## src/rtl/peatonal.sv

```systemverilog
// peatonal: pedestrian-crossing controller downstream of the semaforo vehicle light.
//
// It watches the vehicle lamps and a pedestrian push-button and drives the walk
// and dont_walk lamps. Walk is granted only inside a vehicle red phase, only
// when a request is latched, and only after a clearance delay. If two or more
// vehicle lamps are lit at once, the block latches a safe fault state.
//
// Ports:
//   clk          system clock, all logic on posedge
//   rst          asynchronous, active-low reset
//   red          vehicle red lamp
//   yellow       vehicle yellow lamp
//   green        vehicle green lamp
//   button       pedestrian push-button, synchronous level
//   walk         walk lamp
//   dont_walk    don't-walk lamp (flashes after the walk interval)
//   req_pending  pedestrian request latched and not yet served
//   fault        lamp-conflict fault, sticky until reset
module peatonal #(
    parameter int CLEAR_TICKS = 2,
    parameter int WALK_TICKS  = 8,
    parameter int FLASH_HALF  = 2,
    parameter int CNT_W       = 5
) (
    input  logic clk,
    input  logic rst,
    input  logic red,
    input  logic yellow,
    input  logic green,
    input  logic button,
    output logic walk,
    output logic dont_walk,
    output logic req_pending,
    output logic fault
);

    localparam int MAX_TICKS = (CLEAR_TICKS > WALK_TICKS)
                               ? ((CLEAR_TICKS > FLASH_HALF) ? CLEAR_TICKS : FLASH_HALF)
                               : ((WALK_TICKS > FLASH_HALF) ? WALK_TICKS : FLASH_HALF);
    localparam int CNT_MAX   = (1 << CNT_W) - 1;

    generate
        if (CLEAR_TICKS < 1 || WALK_TICKS < 1 || FLASH_HALF < 1 || MAX_TICKS > CNT_MAX) begin : g_param_check
            $error("peatonal: tick parameters must be >= 1 and fit in CNT_W bits");
        end
    endgenerate

    // The counter counts completed cycles in a phase; the phase ends on the edge
    // where it already holds TICKS-1, so each phase lasts exactly TICKS cycles.
    localparam logic [CNT_W-1:0] CLEAR_LAST = CNT_W'(CLEAR_TICKS - 1);
    localparam logic [CNT_W-1:0] WALK_LAST  = CNT_W'(WALK_TICKS - 1);
    localparam logic [CNT_W-1:0] FLASH_LAST = CNT_W'(FLASH_HALF - 1);

    typedef enum logic [2:0] {
        S_IDLE,
        S_CLEAR,
        S_WALK,
        S_FLASH,
        S_FAULT
    } state_t;

    state_t             state, state_nxt;
    logic [CNT_W-1:0]   cnt, cnt_nxt;
    logic               flash, flash_nxt;
    logic               req, req_nxt;
    logic               red_d;
    logic               button_d;
    logic               red_rise;
    logic               btn_rise;
    logic               conflict;

    // red_d resets to 1 so a red already lit at reset release is not a rising
    // edge: that red phase can never grant walk.
    always_ff @(posedge clk or negedge rst) begin
        if (!rst) begin
            state    <= S_IDLE;
            cnt      <= '0;
            flash    <= 1'b0;
            req      <= 1'b0;
            red_d    <= 1'b1;
            button_d <= 1'b0;
        end else begin
            state    <= state_nxt;
            cnt      <= cnt_nxt;
            flash    <= flash_nxt;
            req      <= req_nxt;
            red_d    <= red;
            button_d <= button;
        end
    end

    always_comb begin
        red_rise  = red & ~red_d;
        btn_rise  = button & ~button_d;
        // All-dark is legal and simply reads as "not red".
        conflict  = (red & yellow) | (red & green) | (yellow & green);

        state_nxt = state;
        cnt_nxt   = cnt;
        flash_nxt = flash;
        req_nxt   = req;

        // A press during WALK is already being served; FAULT freezes the request.
        if (btn_rise && (state == S_IDLE || state == S_CLEAR || state == S_FLASH)) begin
            req_nxt = 1'b1;
        end

        if (conflict) begin
            state_nxt = S_FAULT;
        end else begin
            case (state)
                S_IDLE: begin
                    // Only a red rising edge can start a crossing, so a request
                    // made mid-red waits for the next red phase.
                    if (red_rise && (req || btn_rise)) begin
                        state_nxt = S_CLEAR;
                        cnt_nxt   = '0;
                    end
                end
                S_CLEAR: begin
                    if (!red) begin
                        state_nxt = S_IDLE;
                    end else if (cnt == CLEAR_LAST) begin
                        state_nxt = S_WALK;
                        cnt_nxt   = '0;
                        req_nxt   = 1'b0;
                    end else begin
                        cnt_nxt = cnt + 1'b1;
                    end
                end
                S_WALK: begin
                    if (!red) begin
                        state_nxt = S_IDLE;
                    end else if (cnt == WALK_LAST) begin
                        state_nxt = S_FLASH;
                        cnt_nxt   = '0;
                        flash_nxt = 1'b1;
                    end else begin
                        cnt_nxt = cnt + 1'b1;
                    end
                end
                S_FLASH: begin
                    if (!red) begin
                        state_nxt = S_IDLE;
                    end else if (cnt == FLASH_LAST) begin
                        cnt_nxt   = '0;
                        flash_nxt = ~flash;
                    end else begin
                        cnt_nxt = cnt + 1'b1;
                    end
                end
                S_FAULT: begin
                    state_nxt = S_FAULT;
                end
                default: begin
                    state_nxt = S_FAULT;
                end
            endcase
        end
    end

    always_comb begin
        walk      = 1'b0;
        dont_walk = 1'b1;
        fault     = 1'b0;
        case (state)
            S_WALK: begin
                walk      = 1'b1;
                dont_walk = 1'b0;
            end
            S_FLASH: begin
                dont_walk = flash;
            end
            S_FAULT: begin
                fault = 1'b1;
            end
            default: begin
            end
        endcase
    end

    assign req_pending = req;

endmodule

```

## config.mk

```make
export PLATFORM = sky130hd
export DESIGN_NAME = peatonal
export DESIGN_NICKNAME = d
export VERILOG_FILES = /design/src/rtl/peatonal.sv
export SDC_FILE = /design/constraint.sdc
export NUM_CORES = 1
export LEC_CHECK = 0
export ABC_CLOCK_PERIOD_IN_PS = 2100
export BUFFER_PORTS_ARGS = -buffer_cell sky130_fd_sc_hd__buf_2
export CAP_MARGIN = 25
export CELL_PAD_IN_SITES_DETAIL_PLACEMENT = 2
export CELL_PAD_IN_SITES_GLOBAL_PLACEMENT = 2
export CORE_MARGIN = 3
export CORE_UTILIZATION = 35
export DETAILED_ROUTE_END_ITERATION = 8
export PLACE_DENSITY_LB_ADDON = 0.1
export SYNTH_ARGS = -nofsm -noshare
export SYNTH_HDL_FRONTEND = slang
export SYNTH_SLANG_ARGS = --single-unit
```

## constraint.sdc

```tcl
create_clock -name clk -period 2.1 [get_ports clk]
set_input_delay 0 -clock clk [delete_from_list [all_inputs] [get_ports clk]]
set_output_delay 0 -clock clk [all_outputs]
set_load 0.005 [all_outputs]
```

==> results.md, run 1 <==
* Worst-skew pair later-pin latency at between 0.2 and 0.3 ns
* CP cell instances: or3b_4 > o22a_4 > nand3_1 > mux2_2
* DP HPWL at roughly 1.2 mm
* WL/cell at approximately 15 um
* Worst Clk Skew at roughly 0.0043 ns
* Family with the most delay on the worst path: simple AND/OR/NAND/NOR gates
* Layout cells sized above 1 at between 20 and 30%
* Tcrit/Tclk final at between 80% and 90%
* Total iterations of the first detailed-routing run at 2
* Residual DRC at 0
* Via-to-Cell Ratio at ~5.4
* Placed Area at ~800 um2
* Fin nets at about 90
* Count of input and output buffers at 9
* Cell Area, Synth at 752 um2
* Vias in the first global route at around 610
* Max-cap violations at 0
* Final core occ at ~43%
* Critical Path Fanout Max at 10
* Critical Path Start Type: flip-flop
* CP endpoint: flash
* Core area at 0.00200 mm2
* TritonCTS clock tree: done
* Commonest non-fill, non-tap cells in the layout: dfrtp_1 (11), buf_2 (9), nor2_1 (7)
* Diode count at 0
* Die area at 0.00274 mm2
* Slew Limit Fails at 0
* R2R Path End: flash
* Fin area at between 800 and 900 um2
* Fin crit period at roughly 1.8 ns
* Yosys reg bits at 12
* Clock buffer depth at 2
* First-pass GRT wire length at a little under 3 mm
* Post-synth EDFFs at 0
* Cells after Synth at 70
* Setup violators final at 0
* Initial antenna violation count at 0
* Leakage at 0.384 nW
* DRT antenna net count at 0
* I/O pin count at 10
* Gr usage total at between 10% and 20%
* Peak VDD IR at 0.245 mV
* Hold Vio Cnt, Final at 0
* Commonest non-fill, non-tap cell in the layout: dfrtp_1
* PD cells at 538 mW/mm2
* Net Count, Synth at 78
* Drt first-iter violations at 1
* Die extent in y at about 52 um
* Max stage delay on crit path at approximately 0.53 ns
* Yosys warning total at 0
* Crit path capture type: flip-flop
* Drt total wl at 1.68 mm
* Crit path from: state[2]
* Max H-tree Level at 1
* Fraction of registers with async set/reset at 100%
* Logic gate share of total power at 7.7%
* Inserted Clock Buffers at 3
* Clock sinks at 12
* Synth top area share at 36.6%
* Total number of vias at slightly below 600
* Root buffer cell: clkbuf_4
* Setup TNS at 0 ns
* Sequential power share at between 50% and 60%
* Routability cong. at around 0.66
* Yosys top cell by area: dfrtp_1
* Syn avg cell area at around 11 um2
* Area contributors post-synth: dfrtp_1 (37%), nor4b_4 (6.3%), o41ai_4 (3.7%)
* Site Rows at 16
* Required time of the critical path at between 2 and 2.5 ns
* Netlist cell types at 33
* Final Power at between 0.0004 and 0.0005 W
* Status: finished, final reports clean
* Share of the yosys chip area belonging to registers at between 40 and 50%
* # fillers at ~220
* Grt ovf at 0
* Arrival @ worst endpoint at a little under 2 ns
* Int Pwr at roughly 0.00036 W
* Largest net degree at the start of global routing at 13
* R2R setup slack at ~0.33 ns
* Switching power at roughly 0.00011 W
* Most used DFF post-synth: dfrtp_1
* Clock power share at 39.9%
* Worst slew margin at between 60% and 70%
* Clock transition at path regs at around 0.08 ns
* Net switching fraction of the power at 22.6%
* Buffers & Inverters on Critical Path at 0
* Slew @ Worst Pin at slightly below 0.6 ns
* Crit path depth at 4
* Area Overhead vs Synth at 15.3%
* Setup CP Type: reg -> reg
* Hold Crit Class: in -> reg
* Critical-path top delay cell: dfrtp_1
* Unrepaired setup endpoints after global routing: false
* Reg2Reg Depth at 4
* Die W at approximately 52 um
* R2R Path Start: state[2]
* Starting Density at 37.6%
* Max frequency at between 500 and 600 MHz
flip-flops by register name, indices dropped and copies added (netlist names):
signal	cells
cnt	5
state	3
button_d	1
req_pending	1
flash	1
red_d	1
worst min-delay path by stage:
stage                      from  endpoint  depth (start not counted)
after floorplan             rst  button_d                          0
after global placement      rst  state[2]                          1
after detailed placement    rst  button_d                          1
after CTS                 green  state[1]                          3
after global routing      green  state[1]                          3
final                     green  state[1]                          3
area by class of cell:
| class | count | area [um2] | share of cell area [%] |
|---|---|---|---|
| Clock buffer | 4 | 36.3 | 4.18 |
| Inverter | 2 | 7.51 | 0.866 |
| Tap cell | 27 | 33.8 | 3.90 |
| Sequential cell | 12 | 302 | 34.8 |
| Timing Repair Buffer | 12 | 75.1 | 8.66 |
| Multi-Input combinational cell | 53 | 413 | 47.6 |
power by group through the flow:
stage / Combinational [W] / Clock [W] / Sequential, W
2_1_floorplan: 0.0000148 / 0 / 0.000248
3_3_place_gp: 0.0000319 / 0 / 0.000248
3_5_place_dp: 0.0000328 / 0 / 0.000249
4_1_cts: 0.0000373 / 0.000194 / 0.000244
5_1_grt: 0.0000414 / 0.000202 / 0.000245
6_report: 0.0000361 / 0.000186 / 0.000244
worst register-to-register path, delay by kind of cell (launching register included):
family | cells | cell delay, ns
AND/OR/NAND/NOR | 2 | 0.58
AO/OA/AOI/OAI | 1 | 0.23
flip-flops | 1 | 0.53
multiplexers | 1 | 0.33
cells in the mapped netlist, types with 2 or more instances:
cell     instances
buf_6            2
dfrtp_1         11
nor4b_4          2
nor3_1           2
nor4_1           2
nor2b_1          2
nor2_1           7
a211o_1          2
nand2_1          6
ha_1             2
a21oi_1          2
inv_1            2
o21a_1           3
o21ai_2          2
nand3_1          3
nor3b_1          3
routing by layer:
layer	routed length (um)	global-route usage (%)
met5	0	0
met4	13	5.11
met3	44	2.56
met2	886	24.2
met1	736	18.7
through the flow:
stage | setup WS, ns | hold slack (ns) | std cells
3_3_place_gp | 0.346 | -0.100 | 103
3_5_place_dp | 0.341 | -0.0969 | 103
4_1_cts | 0.331 | 0.0470 | 110
5_1_grt | 0.219 | 0.0602 | 110
6_report | 0.331 | 0.0516 | 110
2_1_floorplan | 0.464 | -0.296 | 70
cell families after synthesis:
logic type | share of synthesized area, %
simple gates | 30.3
compound gates | 18.5
flops | 40.1
buf+inv | 4.99
mux | 2.83
fa+ha+maj | 3.33
what timing repair did:
action | in CTS | in global routing
resized for setup | 0 | 0
hold buffers | 3 | 0
setup buffers | 0 | 0
hold endpoints to repair | 14 | 0
(Power assumes the default switching activity.)
==> run 2: changes to the inputs <==
- ABC_CLOCK_PERIOD_IN_PS: 2100 -> 1790
- clock period: 2.1 -> 1.79 ns (I/O delays scaled with it)
==> run 2 against run 1 <==
Net effect: worst setup slack got worse by 0.26 ns; cell area is 6.2% higher; flip-flop and latch count stayed put; critical path depth stayed put; register-to-register slack got worse by 0.26 ns; hold slack improved by 0.025 ns; combinational power up 28%; largest cell class unchanged; highest routed layer unchanged.
==> results.md, run 2 (same netlist as run 1, synthesis figures left out) <==
* Die area at 0.00274 mm2
* Gr usage total at between 10% and 20%
* Area Overhead vs Synth at 22.5%
* Max frequency at between 500 and 600 MHz
* Clock power share at ~35%
* WL met1 at between 800 and 900 um
* Via-to-Cell Ratio at 5.31
* Count of input and output buffers at 9
* Site Rows at 16
* Inserted Clock Buffers at 3
* Setup TNS at 0 ns
* Routed wl met3 at approximately 70 um
* Layout cells sized above 1 at between 30% and 40%
* Residual DRC at 0
* Clock sinks at 12
* Critical-path top delay cell: dfrtp_1
* Drt first-iter violations at 6
* Worst-skew pair later-pin latency at ~0.27 ns
* Switching power at between 0.0001 and 0.00015 W
* Required time of the critical path at 1.95 ns
* CP endpoint: flash
* PD cells at about 550 mW/mm2
* Commonest non-fill, non-tap cell in the layout: dfrtp_1
* Logic gate share of total power at 9.1%
* WL/cell at 16.6 um
* Routability cong. at approximately 0.69
* Initial antenna violation count at 0
* First-pass GRT wire length at 3.45 mm
* Int Pwr at a little under 0.0004 W
* Peak VDD IR at roughly 0.37 mV
* Setup CP Type: reg -> reg
* Grt ovf at 0
* Arrival @ worst endpoint at around 1.9 ns
* Slew Limit Fails at 0
* CP cell instances: or3b_4 > o22a_4 > nand3_1 > mux2_2
* Vias in the first global route at between 600 and 700
* Uppermost layer routed: met4
* Leakage at 0.415 nW
* Worst Clk Skew at 0.00264 ns
* Diode count at 0
* Max H-tree Level at 1
* Reg with most FFs: cnt
* Max stage delay on crit path at between 0.5 and 0.6 ns
* Slew @ Worst Pin at just under 0.5 ns
* Status: finished, final reports clean
* Root buffer cell: clkbuf_4
* Fin nets at 100
* Core area at 0.00200 mm2
* Drt total wl at around 2.0 mm
* Clock transition at path regs at roughly 0.070 ns
* Crit path capture type: flip-flop
* Total number of vias at around 630
* Fin crit period at around 1.7 ns
* DRT antenna net count at 0
* Largest register FFs at 5
* Largest registers: cnt: 5 flops, state: 3 flops
* R2R Path Start: state[1]
* Starting Density at between 30% and 40%
* I/O pin count at 10
* Max-cap violations at 0
* R2R Path End: flash
* Crit path from: state[1]
* Clock buffer depth at 2
* Tcrit/Tclk final at roughly 96%
* Critical Path Start Type: flip-flop
* Largest net degree at the start of global routing at 13
* Worst hold slack at between 0.07 and 0.08 ns
* DP HPWL at around 1.4 mm
* Sequential power share at a little under three fifths
* Die extent in y at 52.4 um
* Hold Crit Class: in -> reg
* TritonCTS clock tree: done
* Reg2Reg Depth at 4
* Worst slew margin at between 60% and 70%
* Setup violators final at 0
* R2R setup slack at ~0.073 ns
* Routed wl met2 at approximately 1.1 mm
* Net switching fraction of the power at between 20% and 30%
* Commonest non-fill, non-tap cells in the layout: dfrtp_1 (10), buf_2 (9), buf_4 (8)
* Unrepaired setup endpoints after global routing: false
* Total iterations of the first detailed-routing run at 2
* Hold Vio Cnt, Final at 0
* Die W at around 52 um
* Critical Path Fanout Max at 8
[run 2: layout make-up]
cell class / instances / area [um2]
clock buffer: 4 / 26.3
fill: 219 / 1080
inverter: 2 / 7.51
multi-input combinational: 53 / 415
sequential: 12 / 303
tap: 27 / 33.8
timing repair buffer: 20 / 135
[run 2: worst min-delay path by stage]
stage | startpoint | end | slack (ns) | depth (start not counted)
2_1_floorplan | rst | button_d | -0.30 | 0
3_3_place_gp | rst | button_d | -0.1 | 1
3_5_place_dp | rst | button_d | -0.1 | 1
4_1_cts | yellow | state[2] | 0.05 | 3
5_1_grt | yellow | state[2] | 0.09 | 3
6_report | yellow | state[2] | 0.08 | 3
[run 2: power by group through the flow]
stage | clock (W) | combinational, W | sequential [W]
6_report | 0.000175 | 0.0000463 | 0.000286
5_1_grt | 0.000203 | 0.0000535 | 0.000288
4_1_cts | 0.000189 | 0.0000443 | 0.000286
3_5_place_dp | 0 | 0.0000391 | 0.000292
3_3_place_gp | 0 | 0.0000380 | 0.000291
2_1_floorplan | 0 | 0.0000174 | 0.000290
[run 2: worst max-delay path, delay by kind of cell (launching register included)]
kind	cells	cell delay, ns
AOI/OAI and AO/OA	1	0.24
DFF	1	0.51
and+or+nand+nor	2	0.54
muxes	1	0.33
[run 2: timing repair]
| action | CTS | global route |
|---|---|---|
| endpoints found under the setup margin | 0 | 3 |
| setup buffers | 0 | 2 |
| hold endpoints to repair | 14 | 0 |
| gates resized for setup | 0 | 2 |
| hold buffers | 3 | 0 |
[run 2: through the flow]
stage	setup WS (ns)	std cells	util, %	cell area, um2	power [W]
2_1_floorplan	0.154	70	-	752	0.000308
3_3_place_gp	0.0988	109	42.3	846	0.000329
3_5_place_dp	0.0645	109	42.3	846	0.000331
4_1_cts	0.0453	116	45.1	902	0.000519
5_1_grt	0.00697	118	46.0	921	0.000544
6_report	0.0729	118	46.0	921	0.000508
[run 2: per-layer routing]
layer / track usage (%) / vias up
met2: 31.8 / 12
met1: 19.6 / 313
met3: 5.98 / 2
li1: - / 299
met4: 3.83 / 0
met5: 0 / -
==> run 3: changes to the inputs <==
--- a/config.mk
+++ b/config.mk
@@ -15,3 +15,3 @@
 export DETAILED_ROUTE_END_ITERATION = 8
-export PLACE_DENSITY_LB_ADDON = 0.1
+export PLACE_DENSITY = 0.83
 export SYNTH_ARGS = -nofsm -noshare
@@ -19 +19,2 @@
 export SYNTH_SLANG_ARGS = --single-unit
+export TNS_END_PERCENT = 5
==> constraint.sdc (replaced) <==
create_clock -name clk -period 1.79 [get_ports clk]
set_input_delay 0.4475 -clock clk [delete_from_list [all_inputs] [get_ports clk]]
set_output_delay 0.4475 -clock clk [all_outputs]
set_load 0.005 [all_outputs]
==> run 3 against run 2 <==
Net effect: clock power increased by 27%; critical path type is now reg -> out; highest routed layer unchanged; hold slack got worse by 0.030 ns; sequential share of layout area increased by 1.8 points; critical endpoint is now walk; total power increased by 8.3%; die area unchanged; register-to-register slack improved by 0.02 ns; sequential power about the same.
==> results.md, run 3 (same netlist as run 1, synthesis figures left out) <==
* Final Power at ~0.00055 W
* Max frequency at 570 MHz
* Max-cap violations at 0
* # fillers at about 230
* Critical Path Start Type: flip-flop
* Drt first-iter violations at 1
* Reg with most FFs: cnt
* Max stage delay on crit path at 0.45 ns
* Worst-skew pair later-pin latency at 0.28 ns
* Fin nets at between 90 and 100
* Critical Path Fanout Max at 4
* Largest net degree at the start of global routing at 13
* Starting Density at between 30% and 40%
* CP cell instances: or3b_4 > inv_1 > buf_2
* Site Rows at 16
* Die extent in y at ~52 um
* Setup violators final at 0
* TritonCTS clock tree: done
* Worst Setup Slack, final at 0.0349 ns
* Required time of the critical path at approximately 1.3 ns
* Clock sinks at 12
* Worst Clk Skew at 0.000411 ns
* Vias in the first global route at about 700
* PD cells at approximately 620 mW/mm2
* Initial antenna violation count at 0
* First-pass GRT wire length at around 3.4 mm
* Inserted Clock Buffers at 3
* Dpl ws at between 0.02 and 0.03 ns
* Clock transition at path regs at around 0.08 ns
* Die W at 52.4 um
* Gr usage total at between 15 and 20%
* Hold Crit Class: in -> async
* Diode count at 0
* Total iterations of the first detailed-routing run at 2
* Unrepaired setup endpoints after global routing: true
* Core area at 0.00200 mm2
* Layout cells sized above 1 at 37.6%
* Root buffer cell: clkbuf_4
* Crit path from: state[2]
* Worst slew margin at about three fifths
* Fin crit period at ~1.8 ns
* Largest register FFs at 5
* Hold Vio Cnt, Final at 0
* Slew Limit Fails at 0
* Slew @ Worst Pin at about 0.59 ns
* Clock buffer depth at 2
* Register area at roughly 300 um2
* Critical-path top delay cell: dfrtp_2
* Max H-tree Level at 1
* Buffers & Inverters on Critical Path at 2
* Count of input and output buffers at 9
* WL/cell at approximately 18 um
* Total number of vias at between 600 and 700
* Crit path capture type: output port
* Setup TNS at 0 ns
* DRT antenna net count at 0
* Status: finished, final reports clean
* Fin area at roughly 880 um2
* Family with the most delay on the worst path: flip-flops
* Via-to-Cell Ratio at between 5 and 6
* Residual DRC at 0
* Setup CP Type: reg -> out
* DP HPWL at roughly 1.4 mm
* Commonest non-fill, non-tap cells in the layout: buf_2 (9), dfrtp_1 (8), nor2_1 (7)
* Largest registers: cnt: 5 flops, state: 3 flops
* Peak VDD IR at about 0.35 mV
* Tcrit/Tclk final at 98.0%
* Non-Filler Instances at around 110
* Routability cong. at around 0.75
* Placed Area at 831 um2
* Leakage at a little under 0.4 nW
* I/O pin count at 10
* Dpl cells at roughly 110
* Area Overhead vs Synth at 17.1%
* R2R Path Start: cnt[0]
* Drt total wl at approximately 2 mm
* Die area at approximately 0.0027 mm2
* Arrival @ worst endpoint at about 1.3 ns
* Multi-input gate area at slightly above 400 um2
* Grt ovf at 0
* Commonest non-fill, non-tap cell in the layout: buf_2
-- run 3: cell count changes in the layout (fill, tap and decap cells not counted), sizes merged --
cell	change
buf	-3
dlygate4sd3	-3
-- run 3: routing by layer --
layer	global-route usage, %	vias up	wire length [um]
met1	18.9	302	822
li1	-	284	-
met4	6.38	0	46
met5	0	-	0
met2	31.4	11	1070
met3	5.13	4	56
-- run 3: final cells by class --
type / instances / area share, %
multi-input combinational: 53 / 47.2
tap: 27 / 3.84
clock buffer: 4 / 4.12
timing repair buffer: 14 / 9.37
inverter: 2 / 0.852
sequential: 12 / 34.7
-- run 3: final timing paths --
path | to | slack [ns] | cells past startpoint
setup / recovery | walk | 0.03 | 3
hold / removal | req_pending | 0.05 | 1
setup reg to reg | flash | 0.09 | 5
hold reg to reg | cnt[0] | 0.51 | 1
max in group asynchronous | red_d | 1.46 | 1
min in group clk | button_d | 0.30 | 1
-- run 3: through the flow --
| stage | utilization (%) | hold WS [ns] |
|---|---|---|
| floorplan | - | 0.152 |
| finish | 44.0 | 0.0465 |
| global route | 44.0 | 0.0335 |
| global placement | 41.5 | 0.344 |
| detailed placement | 41.5 | 0.345 |
| CTS | 43.3 | 0.0367 |
-- run 3: power breakdown --
part / switching, W / internal [W]
clock network: 0.0000994 / 0.000124
registers: 0.00000793 / 0.000279
logic: 0.0000227 / 0.0000170
total: 0.000130 / 0.000420
-- run 3: worst register-to-register path, cell delays in order, from the launching register on --
cell,delay [ns]
dfrtp_2,0.45
ha_2,0.23
and4bb_2,0.24
o22a_4,0.25
nand3_1,0.10
mux2_2,0.33
-- run 3: what timing repair did --
item,in CTS,in global routing
gates resized for setup,0,4
setup buffers,0,1
hold buffers,0,0
endpoints found under the setup margin,0,5
